## config.mk

```make
export PLATFORM = sky130hd
export DESIGN_NAME = decode_stage_ctrl
export DESIGN_NICKNAME = d
export VERILOG_FILES = /design/src/rtl/decode_stage_ctrl.sv
export SDC_FILE = /design/constraint.sdc
export NUM_CORES = 1
export LEC_CHECK = 0
export BUFFER_PORTS_ARGS = -buffer_cell sky130_fd_sc_hd__buf_2
export CAP_MARGIN = 20
export CORE_MARGIN = 4
export CORE_UTILIZATION = 30
export DETAILED_ROUTE_END_ITERATION = 6
export SYNTH_ARGS = -nofsm -noshare
export SYNTH_HDL_FRONTEND = slang
export SYNTH_SLANG_ARGS = --single-unit
```

## constraint.sdc

```tcl
create_clock -name clk -period 1.8 [get_ports clk]
set_input_delay 0 -clock clk [delete_from_list [all_inputs] [get_ports clk]]
set_output_delay 0 -clock clk [all_outputs]
set_load 0.02 [all_outputs]
```

## src/rtl/decode_stage_ctrl.sv

```systemverilog
// decode_stage_ctrl: ID-stage control for a small MIPS-like pipeline.
// Decodes the IF/ID instruction into a registered EX control bundle with a
// valid/ready handshake, squashes on flush and halts the front end on SYSCALL.
// Optional build macro DECODE_LOAD_USE_HAZARD_EN adds a one-cycle load-use
// interlock; without it the hazard term is tied low.
//
// state | meaning
// RUN   | decoding and issuing instructions
// HALT  | SYSCALL issued; only bubbles until resume
module decode_stage_ctrl #(
    parameter int REG_W   = 5,
    parameter int ALUOP_W = 4
) (
    input  logic               clk,
    input  logic               rst_n,
    input  logic [31:0]        instr,
    input  logic               instr_valid,
    output logic               id_ready,
    input  logic               flush,
    input  logic               ex_ready,
    output logic               ex_valid,
    output logic               ex_reg_write,
    output logic               ex_mem_to_reg,
    output logic               ex_mem_write,
    output logic               ex_alu_src_b,
    output logic               ex_signed_ext,
    output logic               ex_syscall,
    output logic [ALUOP_W-1:0] ex_alu_op,
    output logic [REG_W-1:0]   ex_dst,
    output logic [2:0]         ex_br,
    output logic [1:0]         ex_mem_access,
    output logic               halted,
    input  logic               resume
);

    typedef enum logic {RUN = 1'b0, HALT = 1'b1} state_t;

    state_t state_q, state_d;

    logic [5:0] op, funct;
    logic [4:0] rs, rt, rd;
    assign op    = instr[31:26];
    assign rs    = instr[25:21];
    assign rt    = instr[20:16];
    assign rd    = instr[15:11];
    assign funct = instr[5:0];

    // shamt is consumed by the EX stage straight from the instruction word
    logic unused_bits;
    assign unused_bits = ^{instr[10:6], rs};

    logic               d_rw, d_m2r, d_mw, d_srcb, d_sext, d_sys;
    logic [3:0]         d_alu;
    logic [ALUOP_W-1:0] d_alu_w;
    logic [REG_W-1:0]   d_dst;
    logic [2:0]         d_br;
    logic [1:0]         d_ma;
    logic               hazard, transfer;

    // Combinational decode; anything unlisted falls through as an all-zero NOP
    always_comb begin
        d_rw   = 1'b0;
        d_m2r  = 1'b0;
        d_mw   = 1'b0;
        d_srcb = 1'b0;
        d_sext = 1'b0;
        d_sys  = 1'b0;
        d_alu  = 4'd0;
        d_dst  = '0;
        d_br   = 3'd0;
        d_ma   = 2'b00;
        case (op)
            6'd0: begin
                case (funct)
                    6'd0:  begin d_rw = 1'b1; d_alu = 4'd0;  d_dst = REG_W'(rd); end
                    6'd2:  begin d_rw = 1'b1; d_alu = 4'd2;  d_dst = REG_W'(rd); end
                    6'd3:  begin d_rw = 1'b1; d_alu = 4'd1;  d_dst = REG_W'(rd); end
                    6'd8:  begin d_br = 3'd6;                d_dst = REG_W'(rd); end
                    6'd12: begin d_sys = 1'b1;               d_dst = REG_W'(rd); end
                    6'd32, 6'd33:
                           begin d_rw = 1'b1; d_alu = 4'd5;  d_dst = REG_W'(rd); end
                    6'd34, 6'd35:
                           begin d_rw = 1'b1; d_alu = 4'd6;  d_dst = REG_W'(rd); end
                    6'd36: begin d_rw = 1'b1; d_alu = 4'd7;  d_dst = REG_W'(rd); end
                    6'd37: begin d_rw = 1'b1; d_alu = 4'd8;  d_dst = REG_W'(rd); end
                    6'd39: begin d_rw = 1'b1; d_alu = 4'd10; d_dst = REG_W'(rd); end
                    6'd42: begin d_rw = 1'b1; d_alu = 4'd11; d_dst = REG_W'(rd); end
                    6'd43: begin d_rw = 1'b1; d_alu = 4'd12; d_dst = REG_W'(rd); end
                    default: ;
                endcase
            end
            6'd1:  begin d_br = 3'd3; d_alu = 4'd11; d_sext = 1'b1; d_dst = REG_W'(rt); end
            6'd2:  begin d_br = 3'd4; d_dst = REG_W'(rt); end
            6'd3:  begin d_br = 3'd5; d_rw = 1'b1; d_dst = REG_W'(31); end
            6'd4:  begin d_br = 3'd1; d_sext = 1'b1; d_dst = REG_W'(rt); end
            6'd5:  begin d_br = 3'd2; d_sext = 1'b1; d_dst = REG_W'(rt); end
            6'd8:  begin d_rw = 1'b1; d_srcb = 1'b1; d_sext = 1'b1; d_alu = 4'd5;  d_dst = REG_W'(rt); end
            6'd9:  begin d_rw = 1'b1; d_srcb = 1'b1; d_alu = 4'd5;  d_dst = REG_W'(rt); end
            6'd10: begin d_rw = 1'b1; d_srcb = 1'b1; d_sext = 1'b1; d_alu = 4'd11; d_dst = REG_W'(rt); end
            6'd12: begin d_rw = 1'b1; d_srcb = 1'b1; d_alu = 4'd7;  d_dst = REG_W'(rt); end
            6'd13: begin d_rw = 1'b1; d_srcb = 1'b1; d_alu = 4'd8;  d_dst = REG_W'(rt); end
            6'd14: begin d_rw = 1'b1; d_srcb = 1'b1; d_alu = 4'd9;  d_dst = REG_W'(rt); end
            6'd33: begin d_rw = 1'b1; d_srcb = 1'b1; d_sext = 1'b1; d_m2r = 1'b1; d_alu = 4'd5;
                         d_ma = 2'b01; d_dst = REG_W'(rt); end
            6'd35: begin d_rw = 1'b1; d_srcb = 1'b1; d_sext = 1'b1; d_m2r = 1'b1; d_alu = 4'd5;
                         d_dst = REG_W'(rt); end
            6'd43: begin d_mw = 1'b1; d_srcb = 1'b1; d_sext = 1'b1; d_alu = 4'd5; d_dst = REG_W'(rt); end
            default: ;
        endcase
        d_alu_w      = '0;
        d_alu_w[3:0] = d_alu;
    end

`ifdef DECODE_LOAD_USE_HAZARD_EN
    logic uses_rt;
    assign uses_rt = (op == 6'd0) | (op == 6'd4) | (op == 6'd5) | (op == 6'd43);
    assign hazard  = ex_valid & ex_mem_to_reg & (ex_dst != '0) &
                     ((ex_dst == REG_W'(rs)) | ((ex_dst == REG_W'(rt)) & uses_rt));
`else
    assign hazard = 1'b0;
`endif

    assign id_ready = ex_ready & (state_q == RUN) & ~hazard & ~flush;
    assign transfer = instr_valid & id_ready;
    assign halted   = (state_q == HALT);

    // FSM state register
    always_ff @(posedge clk or negedge rst_n) begin
        if (!rst_n) state_q <= RUN;
        else        state_q <= state_d;
    end

    // FSM next state; flush already blocks the transfer so it cannot halt
    always_comb begin
        state_d = state_q;
        case (state_q)
            RUN:     if (transfer && d_sys) state_d = HALT;
            HALT:    if (resume)            state_d = RUN;
            default: state_d = RUN;
        endcase
    end

    // EX bundle register: squash, load, bubble or hold under backpressure
    always_ff @(posedge clk or negedge rst_n) begin
        if (!rst_n) begin
            ex_valid      <= 1'b0;
            ex_reg_write  <= 1'b0;
            ex_mem_to_reg <= 1'b0;
            ex_mem_write  <= 1'b0;
            ex_alu_src_b  <= 1'b0;
            ex_signed_ext <= 1'b0;
            ex_syscall    <= 1'b0;
            ex_alu_op     <= '0;
            ex_dst        <= '0;
            ex_br         <= 3'd0;
            ex_mem_access <= 2'b00;
        end else if (flush) begin
            ex_valid <= 1'b0;
        end else if (transfer) begin
            ex_valid      <= 1'b1;
            ex_reg_write  <= d_rw;
            ex_mem_to_reg <= d_m2r;
            ex_mem_write  <= d_mw;
            ex_alu_src_b  <= d_srcb;
            ex_signed_ext <= d_sext;
            ex_syscall    <= d_sys;
            ex_alu_op     <= d_alu_w;
            ex_dst        <= d_dst;
            ex_br         <= d_br;
            ex_mem_access <= d_ma;
        end else if (ex_ready) begin
            ex_valid <= 1'b0;
        end
    end

endmodule

```

==> results of run 1 <==
kinds of logic (layout without fill, tap and decap cells):
logic type	after synthesis	in the layout
xor+xnor	1	1
flops	21	21
simple gates	73	73
other cells	1	1
compound gates	61	61
buf+inv	20	74
power by group:
group          switching (uW)  total, uW  internal, uW
clock network             152        310           158
logic                     153        262           108
registers                9.69        498           488
worst max-delay path: cells and delay by family, from the launching register on:
family           cells  cell delay, ns
AND/OR/NAND/NOR      3            0.87
flip-flops           1            0.42
AO/OA/AOI/OAI        1            0.21
synth_stat cells, types with 2 or more instances:
| cell | count |
|---|---|
| nand2b_1 | 5 |
| nand3b_1 | 3 |
| nor2_1 | 17 |
| nor2b_1 | 5 |
| clkbuf_1 | 12 |
| buf_2 | 2 |
| o21ai_1 | 8 |
| nor3b_1 | 2 |
| o21ai_0 | 3 |
| dfrtp_1 | 21 |
| nor3_1 | 3 |
| nand2_1 | 23 |
| or2_2 | 2 |
| nand3_1 | 2 |
| a21oi_1 | 15 |
| a31oi_1 | 5 |
| o31ai_1 | 4 |
| o211ai_1 | 2 |
| a211oi_1 | 7 |
| a22o_1 | 2 |
| a221oi_1 | 5 |
| o22ai_1 | 3 |
| inv_1 | 4 |
routing by layer:
metal | vias to the layer above | wire length (um) | track usage [%]
met5 | - | 0 | 0
met4 | 0 | 63 | 5.43
met3 | 7 | 226 | 2.01
met2 | 54 | 1770 | 20.1
met1 | 690 | 1790 | 18.1
li1 | 751 | - | -
through the flow:
| stage | instances | setup WS [ns] |
|---|---|---|
| after floorplan | 177 | 0.0584 |
| after CTS | 283 | 0.106 |
| after detailed placement | 272 | 0.119 |
| after global placement | 272 | 0.163 |
| after global routing | 283 | 0.0503 |
| final | 283 | 0.199 |
layout make-up:
type | count | area [um2] | share of cell area, %
Tap cell | 52 | 65.1 | 3.50
Clock buffer | 4 | 45.0 | 2.42
Multi-Input combinational cell | 136 | 823 | 44.3
Inverter | 5 | 18.8 | 1.01
Sequential cell | 21 | 526 | 28.2
Timing Repair Buffer | 65 | 383 | 20.6
path summary, 6_finish.rpt:
check | depth (start not counted) | to | slack, ns | start
setup / recovery | 4 | ex_br[1] | 0.20 | halted
hold / removal | 4 | ex_valid | 0.00005 | ex_ready
setup reg to reg | 4 | ex_br[1] | 0.20 | halted
hold reg to reg | 2 | ex_mem_access[0] | 0.47 | ex_mem_access[0]
max in group asynchronous | 2 | ex_br[2] | 1.27 | rst_n
min in group asynchronous | 2 | ex_valid | 0.22 | rst_n
repair_timing:
item / in CTS / in global routing
hold buffers: 7 / 0
endpoints found under the hold margin: 27 / 0
resized for setup: 0 / 2
setup buffers: 0 / 0
setup endpoints to repair: 0 / 9
==> summary.txt, run 1 <==
status -> completed
Total Power -> 1070 uW
IO Port Bufs -> 49
biggest regs -> ex_dst (5), ex_alu_op (4), ex_br (3)
Avg WL per Cell -> 13.6 um
Die X -> 76.6 um
maxcap violations -> 0
Final Net Count -> 270
CTS Sinks -> 21
die area -> 5870 um2
CTS max path bufs -> 2
maximum vdd drop -> 0.243 mV
startpoint types -> flop
Vias per Instance -> 5.31
CTS tree -> done
ANT nets after route -> 0
critical setup path kind -> reg -> reg
Fin Setup TNS -> 0 ns
count of final hold-check violations -> 0
Simple-Gate Fraction of Synth Area -> 27.2%
post-synthesis sequential area ratio -> 37.2%
Cell Pwr Density -> 575 nW/um2
Largest Register -> ex_dst
Fin Hold WS -> 0.0000503 ns
mux contribution to synthesized area -> 0%
share of post-route cells with drive strength above 1 -> 30.7%
CP max FO -> 8
most frequent cells in the layout -> buf_2 (49), nand2_1 (22), dfrtp_1 (21)
Layout Skew -> 0.00747 ns
crit share post-route -> 88.9%
Area Growth Syn to Fin -> 31.8%
# diodes -> 0
post-layout util -> 41.9%
post-route cell area -> 1860 um2
largest family of logic cells by synthesized area -> compound AO/OA/AOI/OAI gates
Yosys top cell by area -> dfrtp_1
# rows -> 24
Synth Net Count -> 215
Hold Crit Class -> in -> reg
Worst-path clk slew -> 0.08 ns
Root Driver -> clkbuf_8
cell area after synthesis -> 1410 um2
xor/xnor share of the synthesized area -> 0.621%
post-synth top area share -> 37.2%
synth top area cells -> dfrtp_1 (37%), nand2_1 (6.1%), a21oi_1 (5.3%)
RSZ-0062 raised after global routing -> false
CP max stage cell -> or4_1
Static Leak -> 0.000861 uW
Post-synth EDFFs -> 0
clock latency on the worst-skew pair -> 0.26 ns
Final Max Tran Viols -> 0
most common cell after layout, fill and taps aside -> buf_2
Synth cell types -> 45
Max Freq -> 625 MHz
crit-path cells -> nor3b_4 -> nand2_2 -> or4_1 -> o31ai_1
CP endpoint kind -> flop
Worst EP arrival -> 1.77 ns
Cells after Synth -> 177
initial antenna violation count -> 0
post-synthesis compound-gate area fraction -> 28.9%
flops & latches, synth -> 21
DR pass1 iterations -> 4
first-pass GRT wire length -> 6380 um
CP max stage delay -> 0.48 ns
pin count of the biggest net entering global routing -> 22
post-synthesis adder-cell area fraction -> 0%
fillcell total -> 490
Placer Congestion -> 0.774
syn_area_per_cell -> 7.97 um2
Main synth FF type -> dfrtp_1
vias in the first global route -> 1358
Post-DP HPWL -> 2990 um
total track usage -> 13.1%
number of DRC markers in iteration 0 -> 100
Async SR Flop Fraction -> 100%
I/O pin total -> 61
critical path data required time -> 1.97 ns
minimum clock period -> 1.60 ns
YS warnings -> 0
DRT Wirelength -> 3850 um
Congestion Overflow GR -> 0
via count -> 1502
Post-DP Area -> 1740 um2
DIE HEIGHT -> 76.6 um
total CTS buffers -> 3
Residual DRC -> 0
# setup viols final -> 0
core box area -> 4440 um2
max reg flops -> 5
Initial Util -> 31.8%
htree depth -> 1
Power figures use the tool's default switching activity.
==> inputs of run 2 (changes only) <==
--- a/config.mk
+++ b/config.mk
@@ -9,6 +9,7 @@
 export CAP_MARGIN = 20
 export CORE_MARGIN = 4
 export CORE_UTILIZATION = 30
+export CTS_BUF_LIST = sky130_fd_sc_hd__clkbuf_8
 export DETAILED_ROUTE_END_ITERATION = 6
 export SYNTH_ARGS = -nofsm -noshare
 export SYNTH_HDL_FRONTEND = slang
==> run 2 against run 1 <==
Compared with the run above: worst hold slack is essentially flat; combinational power barely moved; critical path type unchanged; final cell count unchanged; design area is the same; setup slack improved by 0.00058 ns; critical path depth unchanged.
==> summary.txt, run 2 (same netlist as run 1, synthesis figures left out) <==
CP endpoint kind -> flop
crit-path cells -> nor3b_4 -> nand2_2 -> or4_1 -> o31ai_1
crit share post-route -> 88.9% (about the same)
Post-DP HPWL -> 2990 um (unchanged)
IO Port Bufs -> 49 (unchanged)
CTS Sinks -> 21 (unchanged)
CTS max path bufs -> 2 (unchanged)
Layout Skew -> 0.00701 ns (-0.000467 ns)
worst r2r src -> halted
Placer Congestion -> 0.774 (unchanged)
post-route cell area -> 1860 um2 (unchanged)
Post-DP Area -> 1740 um2 (unchanged)
pin count of the biggest net entering global routing -> 22 (unchanged)
status -> completed
Largest Register -> ex_dst
Die X -> 76.6 um (unchanged)
Inst Count DP -> 272 (unchanged)
FF-to-FF End -> ex_br[1]
Hold Crit Class -> in -> reg
core box area -> 4440 um2 (unchanged)
minimum clock period -> 1.60 ns (-0.000581 ns)
Fin Setup TNS -> 0 ns (unchanged)
vias in the first global route -> 1358 (unchanged)
biggest regs -> ex_dst (5), ex_alu_op (4), ex_br (3)
Fin Hold WS -> 0.0000149 ns (-0.0000354 ns)
Worst-path clk slew -> 0.08 ns (about the same)
critical setup path kind -> reg -> reg
Max Freq -> 625 MHz (about the same)
maximum vdd drop -> 0.243 mV (about the same)
Worst EP arrival -> 1.77 ns (about the same)
routing usage on met1 -> 18.1% (unchanged)
share of post-route cells with drive strength above 1 -> 30.7% (unchanged)
total track usage -> 13.1% (unchanged)
Cell Pwr Density -> 572 nW/um2 (-0.46%)
count of final hold-check violations -> 0 (unchanged)
Static Leak -> 0.000865 uW (+0.48%)
fillcell total -> 490 (unchanged)
maxcap violations -> 0 (unchanged)
htree depth -> 1 (unchanged)
initial antenna violation count -> 0 (unchanged)
CP max stage delay -> 0.48 ns (about the same)
max reg flops -> 5 (unchanged)
DIE HEIGHT -> 76.6 um (unchanged)
worst hold start -> ex_ready
clock latency on the worst-skew pair -> 0.26 ns (about the same)
reg2reg setup slack -> 0.20 ns (about the same)
Final Net Count -> 270 (unchanged)
most common cell after layout, fill and taps aside -> buf_2
CP max FO -> 8 (unchanged)
Avg WL per Cell -> 13.6 um (about the same)
I/O pin total -> 61 (unchanged)
most frequent cells in the layout -> buf_2 (49), nand2_1 (22), dfrtp_1 (21)
number of DRC markers in iteration 0 -> 105 (+5.0%)
DR pass1 iterations -> 4 (unchanged)
Root Driver -> clkbuf_8
hold depth -> 4 (unchanged)
gr busiest metal -> met2
Congestion Overflow GR -> 0 (unchanged)
# setup viols final -> 0 (unchanged)
startpoint types -> flop
die area -> 5870 um2 (unchanged)
non-filler instance count after layout -> 283 (unchanged)
Initial Util -> 31.8% (unchanged)
Vias per Instance -> 5.31 (about the same)
CTS tree -> done
Area Growth Syn to Fin -> 31.8% (unchanged)
first-pass GRT wire length -> 6380 um (unchanged)
M2 GR Usage -> 20.1% (unchanged)
DRT Wirelength -> 3850 um (about the same)
CP max stage cell -> or4_1
R2R depth -> 4 (unchanged)
via count -> 1503 (+0.067%)
RSZ-0062 raised after global routing -> false
total CTS buffers -> 3 (unchanged)
global-route track usage on met3 -> 2.01% (unchanged)
postcts setup bufs -> 0 (unchanged)
ANT nets after route -> 0 (unchanged)
critical path data required time -> 1.97 ns (about the same)
Endpoint, Worst Hold -> ex_valid
# rows -> 24 (unchanged)
Final Max Tran Viols -> 0 (unchanged)
Residual DRC -> 0 (unchanged)
# diodes -> 0 (unchanged)
[run 2: routing by layer]
metal / up-vias / wire [um]
met1: 691 / 1790
met4: 0 / 63
met3: 7 / 228
li1: 751 / -
met5: - / 0
met2: 54 / 1770
[run 2: layout make-up]
class,instances,area [um2],share of cell area [%]
multi-input combinational,136,823,44.3
sequential,21,526,28.2
timing repair buffer,65,383,20.6
tap,52,65.1,3.50
clock buffer,3,41.3,2.22
inverter,5,18.8,1.01
clock inverter,1,3.75,0.202
[run 2: worst max path at each step]
stage | from | endpoint | slack (ns) | depth (start not counted)
after global placement | halted | ex_dst[3] | 0.16 | 4
after global routing | halted | ex_br[1] | 0.05 | 4
final | halted | ex_br[1] | 0.20 | 4
after floorplan | halted | ex_br[1] | 0.06 | 4
after detailed placement | halted | ex_dst[3] | 0.12 | 4
after CTS | halted | ex_dst[3] | 0.11 | 4
[run 2: through the flow]
| stage | worst slack (ns) | power [uW] | util, % |
|---|---|---|---|
| 2_1_floorplan | 0.0584 | 660 | - |
| 3_3_place_gp | 0.163 | 755 | 39.1 |
| 3_5_place_dp | 0.119 | 758 | 39.1 |
| 4_1_cts | 0.106 | 1070 | 41.7 |
| 5_1_grt | 0.0505 | 1120 | 41.9 |
| 6_report | 0.199 | 1060 | 41.9 |
[run 2: what timing repair did]
| item | CTS | global route |
|---|---|---|
| endpoints found under the hold margin | 27 | 0 |
| gates resized for setup | 0 | 2 |
| endpoints found under the setup margin | 0 | 9 |
| hold buffers | 7 | 0 |
[run 2: critical path, delay by kind of cell, from the launching register on]
family	cells	cell delay (ns)
DFF	1	0.42
AOI/OAI and AO/OA	1	0.21
and+or+nand+nor	3	0.87
[run 2: power by group]
group	internal [uW]	switching, uW	leakage (uW)	total, uW
combinational	108	153	0.000550	262
clock	152	153	0.0000269	305
sequential	488	9.71	0.000289	498
